<file path="src/rtl/snowbro2_gfx_arbiter.sv">
// Four-channel GFX fetch arbiter with one-entry tag caches over one SDRAM bank.
// Define SNOWBRO2_GFX_ARB_PRIO_EN to give the sprite channel (ch0) fixed priority.
module snowbro2_gfx_arbiter #(
  parameter int          AW     = 21,
  parameter logic [21:0] OFFSET = 22'h0
) (
  input  logic            CLK,
  input  logic            RESET,
  input  logic [3:0]      CS,
  input  logic [4*AW-1:0] ADDR,
  output logic [3:0]      OK,
  output logic [127:0]    DOUT,
  output logic [21:0]     BA_ADDR,
  output logic            BA_RD,
  input  logic            BA_ACK,
  input  logic            BA_DOK,
  input  logic            BA_RDY,
  input  logic [15:0]     DATA_READ
);

  typedef enum logic [1:0] {
    S_IDLE,
    S_REQ,
    S_DATA,
    S_FILL
  } state_t;

  state_t          state_q;
  logic [3:0]      valid_q;
  logic [AW-1:0]   tag_q [4];
  logic [31:0]     data_q [4];
  logic [1:0]      last_q;
  logic [1:0]      gnt_q;
  logic [AW-1:0]   addr_q;
  logic [15:0]     lo_q;
  logic [15:0]     hi_q;
  logic [1:0]      dok_cnt_q;
  logic            rd_q;
  logic [21:0]     ba_addr_q;

  logic [3:0]      pend;
  logic [1:0]      gnt_d;
  logic [1:0]      idx;
  logic            found;
  logic [AW-1:0]   gaddr;

  for (genvar n = 0; n < 4; n++) begin : g_ch
    assign OK[n] = CS[n] & valid_q[n]
                 & (tag_q[n] == ADDR[n*AW +: AW]);
    assign DOUT[n*32 +: 32] = data_q[n];
  end

  assign pend    = CS & ~OK;
  assign BA_RD   = rd_q;
  assign BA_ADDR = ba_addr_q;

  // Search starts one past the last channel served, wrapping ch3 -> ch0.
  always_comb begin
    gnt_d = last_q;
    idx   = 2'd0;
    found = 1'b0;
`ifdef SNOWBRO2_GFX_ARB_PRIO_EN
    if (pend[0]) begin
      gnt_d = 2'd0;
      found = 1'b1;
    end else begin
      for (int i = 1; i <= 4; i++) begin
        idx = last_q + 2'(i);
        if (!found && idx != 2'd0 && pend[idx]) begin
          gnt_d = idx;
          found = 1'b1;
        end
      end
    end
`else
    for (int i = 1; i <= 4; i++) begin
      idx = last_q + 2'(i);
      if (!found && pend[idx]) begin
        gnt_d = idx;
        found = 1'b1;
      end
    end
`endif
    gaddr = ADDR[gnt_d*AW +: AW];
  end

  always_ff @(posedge CLK) begin
    if (RESET) begin
      state_q   <= S_IDLE;
      valid_q   <= '0;
      for (int i = 0; i < 4; i++) begin
        tag_q[i]  <= '0;
        data_q[i] <= '0;
      end
      last_q    <= 2'd3;
      gnt_q     <= 2'd0;
      addr_q    <= '0;
      lo_q      <= '0;
      hi_q      <= '0;
      dok_cnt_q <= '0;
      rd_q      <= 1'b0;
      ba_addr_q <= '0;
    end else begin
      unique case (state_q)
        S_IDLE: begin
          if (|pend) begin
            gnt_q     <= gnt_d;
            addr_q    <= gaddr;
            ba_addr_q <= OFFSET + 22'({gaddr, 1'b0});
            rd_q      <= 1'b1;
            dok_cnt_q <= 2'd0;
            state_q   <= S_REQ;
          end
        end
        S_REQ: begin
          if (BA_ACK) begin
            rd_q    <= 1'b0;
            state_q <= S_DATA;
          end
        end
        S_DATA: begin
          if (BA_DOK) begin
            if (dok_cnt_q == 2'd0) begin
              lo_q      <= DATA_READ;
              dok_cnt_q <= 2'd1;
            end else if (dok_cnt_q == 2'd1) begin
              hi_q      <= DATA_READ;
              dok_cnt_q <= 2'd2;
            end
          end
          if (BA_RDY) state_q <= S_FILL;
        end
        S_FILL: begin
          tag_q[gnt_q]   <= addr_q;
          data_q[gnt_q]  <= {hi_q, lo_q};
          valid_q[gnt_q] <= 1'b1;
`ifdef SNOWBRO2_GFX_ARB_PRIO_EN
          if (gnt_q != 2'd0) last_q <= gnt_q;
`else
          last_q <= gnt_q;
`endif
          state_q <= S_IDLE;
        end
      endcase
    end
  end

endmodule
</file>
<file path="config.mk">
export PLATFORM = sky130hd
export DESIGN_NAME = snowbro2_gfx_arbiter
export DESIGN_NICKNAME = d
export VERILOG_FILES = /design/src/rtl/snowbro2_gfx_arbiter.sv
export SDC_FILE = /design/constraint.sdc
export NUM_CORES = 1
export LEC_CHECK = 0
export CAP_MARGIN = 25
export CELL_PAD_IN_SITES_DETAIL_PLACEMENT = 0
export CELL_PAD_IN_SITES_GLOBAL_PLACEMENT = 1
export CORE_AREA = 2 2 187 189
export DETAILED_ROUTE_END_ITERATION = 16
export DIE_AREA = 0 0 189 191
export GPL_TIMING_DRIVEN = 0
export HOLD_SLACK_MARGIN = 0.12
export PLACE_DENSITY_LB_ADDON = 0.3
export SYNTH_ARGS = -nofsm -noshare
export SYNTH_HDL_FRONTEND = slang
export SYNTH_SLANG_ARGS = --single-unit
export TNS_END_PERCENT = 10
</file>
<file path="constraint.sdc">
create_clock -name CLK -period 6 [get_ports CLK]
set_clock_uncertainty 0.2 [all_clocks]
set_input_delay 1.5 -clock CLK [delete_from_list [all_inputs] [get_ports CLK]]
set_output_delay 1.5 -clock CLK [all_outputs]
set_load 0.02 [all_outputs]
</file>
==> results.sh <==
export IMPL_run_status="finished, final reports clean"
export IMPL_path_cells="clkdlybuf4s50_1 -> xor2_1 -> nor4_1 -> inv_1 -> nor3_1 -> clkdlybuf4s50_1"
export IMPL_post_synth_cell_area_avg_um2=12.0
export IMPL_fp_dieW_um=189
export IMPL_whs_ns=0.252
export IMPL_sequential_element_share_of_the_synthesized_area_pct=65.0
export IMPL_areaGrowthSynthToFinish_pct=38.3
export IMPL_worst_setup_path_start_kind="input pin"
export IMPL_ys_ff_latch=278
export IMPL_p_leak_nw=6.16
export IMPL_critPathSlowestCell="sky130_fd_sc_hd__nor4_1"
export IMPL_synthSimpleGateAreaFrac_pct=14.7
export IMPL_cts_root_to_sink_buffers=3
export IMPL_globalRouteTotalUtil_pct=20.1
export IMPL_synth_adder_area_share_pct=0.423
export IMPL_final_hold_viol_count=0
export IMPL_first_global_vias=8664
export IMPL_final_critical_path_setup_slack_ns=0.320
export IMPL_arrival_ns=3.98
export IMPL_post_route_min_period_ns=5.68
export IMPL_critical_path_max_stage_delay_ns=0.72
export IMPL_slew_headroom_pct=38.2
export IMPL_antenna_violations_before_repair=2
export IMPL_clock_buffer_count_from_cts=34
export IMPL_synth_mux_area_share_pct=4.08
export IMPL_clock_sinks=278
export IMPL_fp_dieH_um=191
export IMPL_endpoint_kind="output pin"
export IMPL_worst_hold_path_type="register to register"
export IMPL_synth_xor_area_share_pct=6.22
export IMPL_cts_setup_buffers=0
export IMPL_timing_critical_path_buf_inv=3
export IMPL_tightestPinTransition_ns=0.919
export IMPL_gr_usage_met1_pct=24.3
export IMPL_grt_busiest_layer="met2"
export IMPL_starting_drc_count_in_detailed_routing=462
export IMPL_reg2reg_slack_ns=1.99
export IMPL_routabilityCongestion=0.864
export IMPL_clkLatencyLatePin_ns=0.50
export IMPL_tritoncts="done"
export IMPL_worstPathRequired_ns=4.30
export IMPL_critical_path_peak_fanout=2
export IMPL_floorplan_core_area_um2=34100
export IMPL_maxCapViolations=0
export IMPL_globalRoute_totalOverflow=0
export IMPL_layout_cells_most_common="sky130_fd_sc_hd__clkdlybuf4s50_1"
export IMPL_grt_setup_unrepaired="no"
export IMPL_synth_net_count=1098
export IMPL_post_cts_resized_instances=0
export IMPL_maximum_vdd_drop_mv=0.248
export IMPL_commonest_non_fill_non_tap_cells_in_the_layout="sky130_fd_sc_hd__clkdlybuf4s50_1 (262), sky130_fd_sc_hd__edfxtp_1 (212), sky130_fd_sc_hd__nand2_1 (147), sky130_fd_sc_hd__nor2_1 (122), sky130_fd_sc_hd__dfxtp_1 (66)"
export IMPL_design_die_area_um2=36100
export IMPL_synth_top_family_by_area="simple AND/OR/NAND/NOR gates"
export IMPL_post_synth_inst_count=985
export IMPL_drc_errors=0
export IMPL_detailedPlace_worstSlack_ns=0.331
export IMPL_routed_wire_length_per_instance_um=20.8
export IMPL_portBuffers=262
export IMPL_grt_start_max_net_pins=54
export IMPL_min_period_over_period_pct=94.7
export IMPL_cts_root_buffer_cell="sky130_fd_sc_hd__clkbuf_16"
export IMPL_nets=1401
export IMPL_rows=68
export IMPL_crit_type="input pin to output pin"
export IMPL_global_route_usage_met2_pct=35.2
export IMPL_place_detailed_hpwl_um=26900
export IMPL_clk_pin_slew_ns=0.06
export IMPL_dr_total_vias=8309
export IMPL_start_util_pct=34.7
export IMPL_timing_final_max_slew_violations=0
export IMPL_final_antenna_net_count=0
export IMPL_dr_pass1_iters=6
export IMPL_final_layout_size_suffix_gt1_share_pct=7.61
export IMPL_post_cts_hold_buffer_count=0
export IMPL_grt_pass1_wl_um=53500
export IMPL_vias_per_cell=4.69
export IMPL_grt_use_met3_pct=5.95
export IMPL_area_fraction_in_compound_gates_after_synthesis_pct=5.66
export IMPL_setup_viol=0
export IMPL_ys_warnings_count=0
export IMPL_synth_lib_cells_used_distinct=51
export IMPL_finalSetupTns_ns=0
export IMPL_cts_max_level=2
export IMPL_max_clock_freq_mhz=176
export IMPL_design_portCount=264
export IMPL_crit_family="buffers and inverters"
export IMPL_cellPowerDensity_nw_per_um2=346
export IMPL_total_power_mw=5.65
export IMPL_route_final_wire_length_um=36900
export IMPL_crit_path_frequent_cell="sky130_fd_sc_hd__clkdlybuf4s50_1"
export IMPL_mappedNetlistArea_um2=11800
==> tightest hold or removal path, cell delays in order, from the launching register on <==
cell and delay, ns:
sky130_fd_sc_hd__dfxtp_1 0.31, sky130_fd_sc_hd__inv_1 0.05, sky130_fd_sc_hd__a21oi_1 0.05
==> logic make-up (layout without fill, tap and decap cells) <==
logic type | Yosys count | count (layout)
fa+ha+maj | 4 | 4
mux | 47 | 47
other cells | 1 | 3
xor+xnor | 84 | 84
flops | 278 | 278
buf+inv | 108 | 437
simple gates | 383 | 383
compound gates | 80 | 80
==> synthesized netlist by cell type (all sizes together) <==
library cell	n	area share [%]
edfxtp	212	54
nand2	149	4.7
nor2	122	3.9
dfxtp	66	11
inv	62	2.0
and2	55	2.9
mux2i	47	4.1
xnor2	42	3.1
xor2	42	3.1
a21oi	40	1.7
clkbuf	36	1.1
o221ai	21	2.6
nand4	14	0.74
nor4	12	0.63
buf	10	0.75
nor3	7	0.30
o21ai	5	0.24
ha	4	0.42
nand2b	4	0.21
or2	3	0.16
or4	3	0.25
and3	2	0.11
and3b	2	0.15
and4	2	0.15
nand3	2	0.085
nand4b	2	0.15
nor3b	2	0.13
o31ai	2	0.24
a2111o	1	0.095
a211o	1	0.074
a211oi	1	0.064
a21bo	1	0.085
a22o	1	0.074
a2bb2oi	1	0.13
a311oi	1	0.074
a41oi	1	0.074
conb	1	0.032
nor2b	1	0.053
nor4bb	1	0.085
o21a	1	0.064
o21bai	1	0.064
o22ai	1	0.053
o2bb2ai	1	0.074
==> routing by layer <==
layer | up-vias | part of all wire [%]
li1 | 3996 | -
met1 | 4014 | 42
met2 | 253 | 49
met3 | 44 | 7.4
met4 | 2 | 2.2
met5 | - | 0.033
==> final cells by class <==
cell class | instances | area, um^2
Antenna cell | 2 | 5.00
Buffer | 46 | 224
Clock buffer | 56 | 1100
Clock inverter | 6 | 81.3
Fill cell | 3139 | 17800
Inverter | 62 | 233
Multi-Input combinational cell | 599 | 3720
Sequential cell | 278 | 7690
Tap cell | 455 | 569
Timing Repair Buffer | 267 | 2730
==> path summary, 6_finish.rpt <==
path                               from                  endpoint  cells after the start
max                            ADDR[66]                     OK[3]                      6
min             valid_q[1]$_SDFFE_PP0N_   valid_q[1]$_SDFFE_PP0N_                      2
max reg2reg  tag_q[2][17]$_SDFFCE_PN0P_  BA_ADDR[15]$_SDFFE_PP0P_                      9
min reg2reg     valid_q[1]$_SDFFE_PP0N_   valid_q[1]$_SDFFE_PP0N_                      2
==> stage by stage <==
| step | instances | cell area (um^2) | utilization [%] |
|---|---|---|---|
| detailed placement | 1707 | 15200 | 44.4 |
| global placement | 1702 | 15000 | 44.0 |
| global route | 1769 | 16300 | 47.9 |
| floorplan | 985 | 11800 | - |
| CTS | 1769 | 16300 | 47.9 |
| finish | 1771 | 16300 | 47.9 |
==> flip-flops by register name (all words and copies together) (netlist names) <==
name	cells
data_q	128
tag_q	84
BA_ADDR	21
hi_q	16
lo_q	16
valid_q	4
dok_cnt_q	2
gnt_q	2
last_q	2
state_q	2
BA_RD	1
==> report_power, final <==
| group | internal [mW] | switching (mW) |
|---|---|---|
| Sequential | 2.24 | 0.122 |
| Combinational | 0.472 | 0.674 |
| Clock | 1.34 | 0.797 |
| Total | 4.06 | 1.59 |
Note: power is estimated with default switching activity, not from simulation.
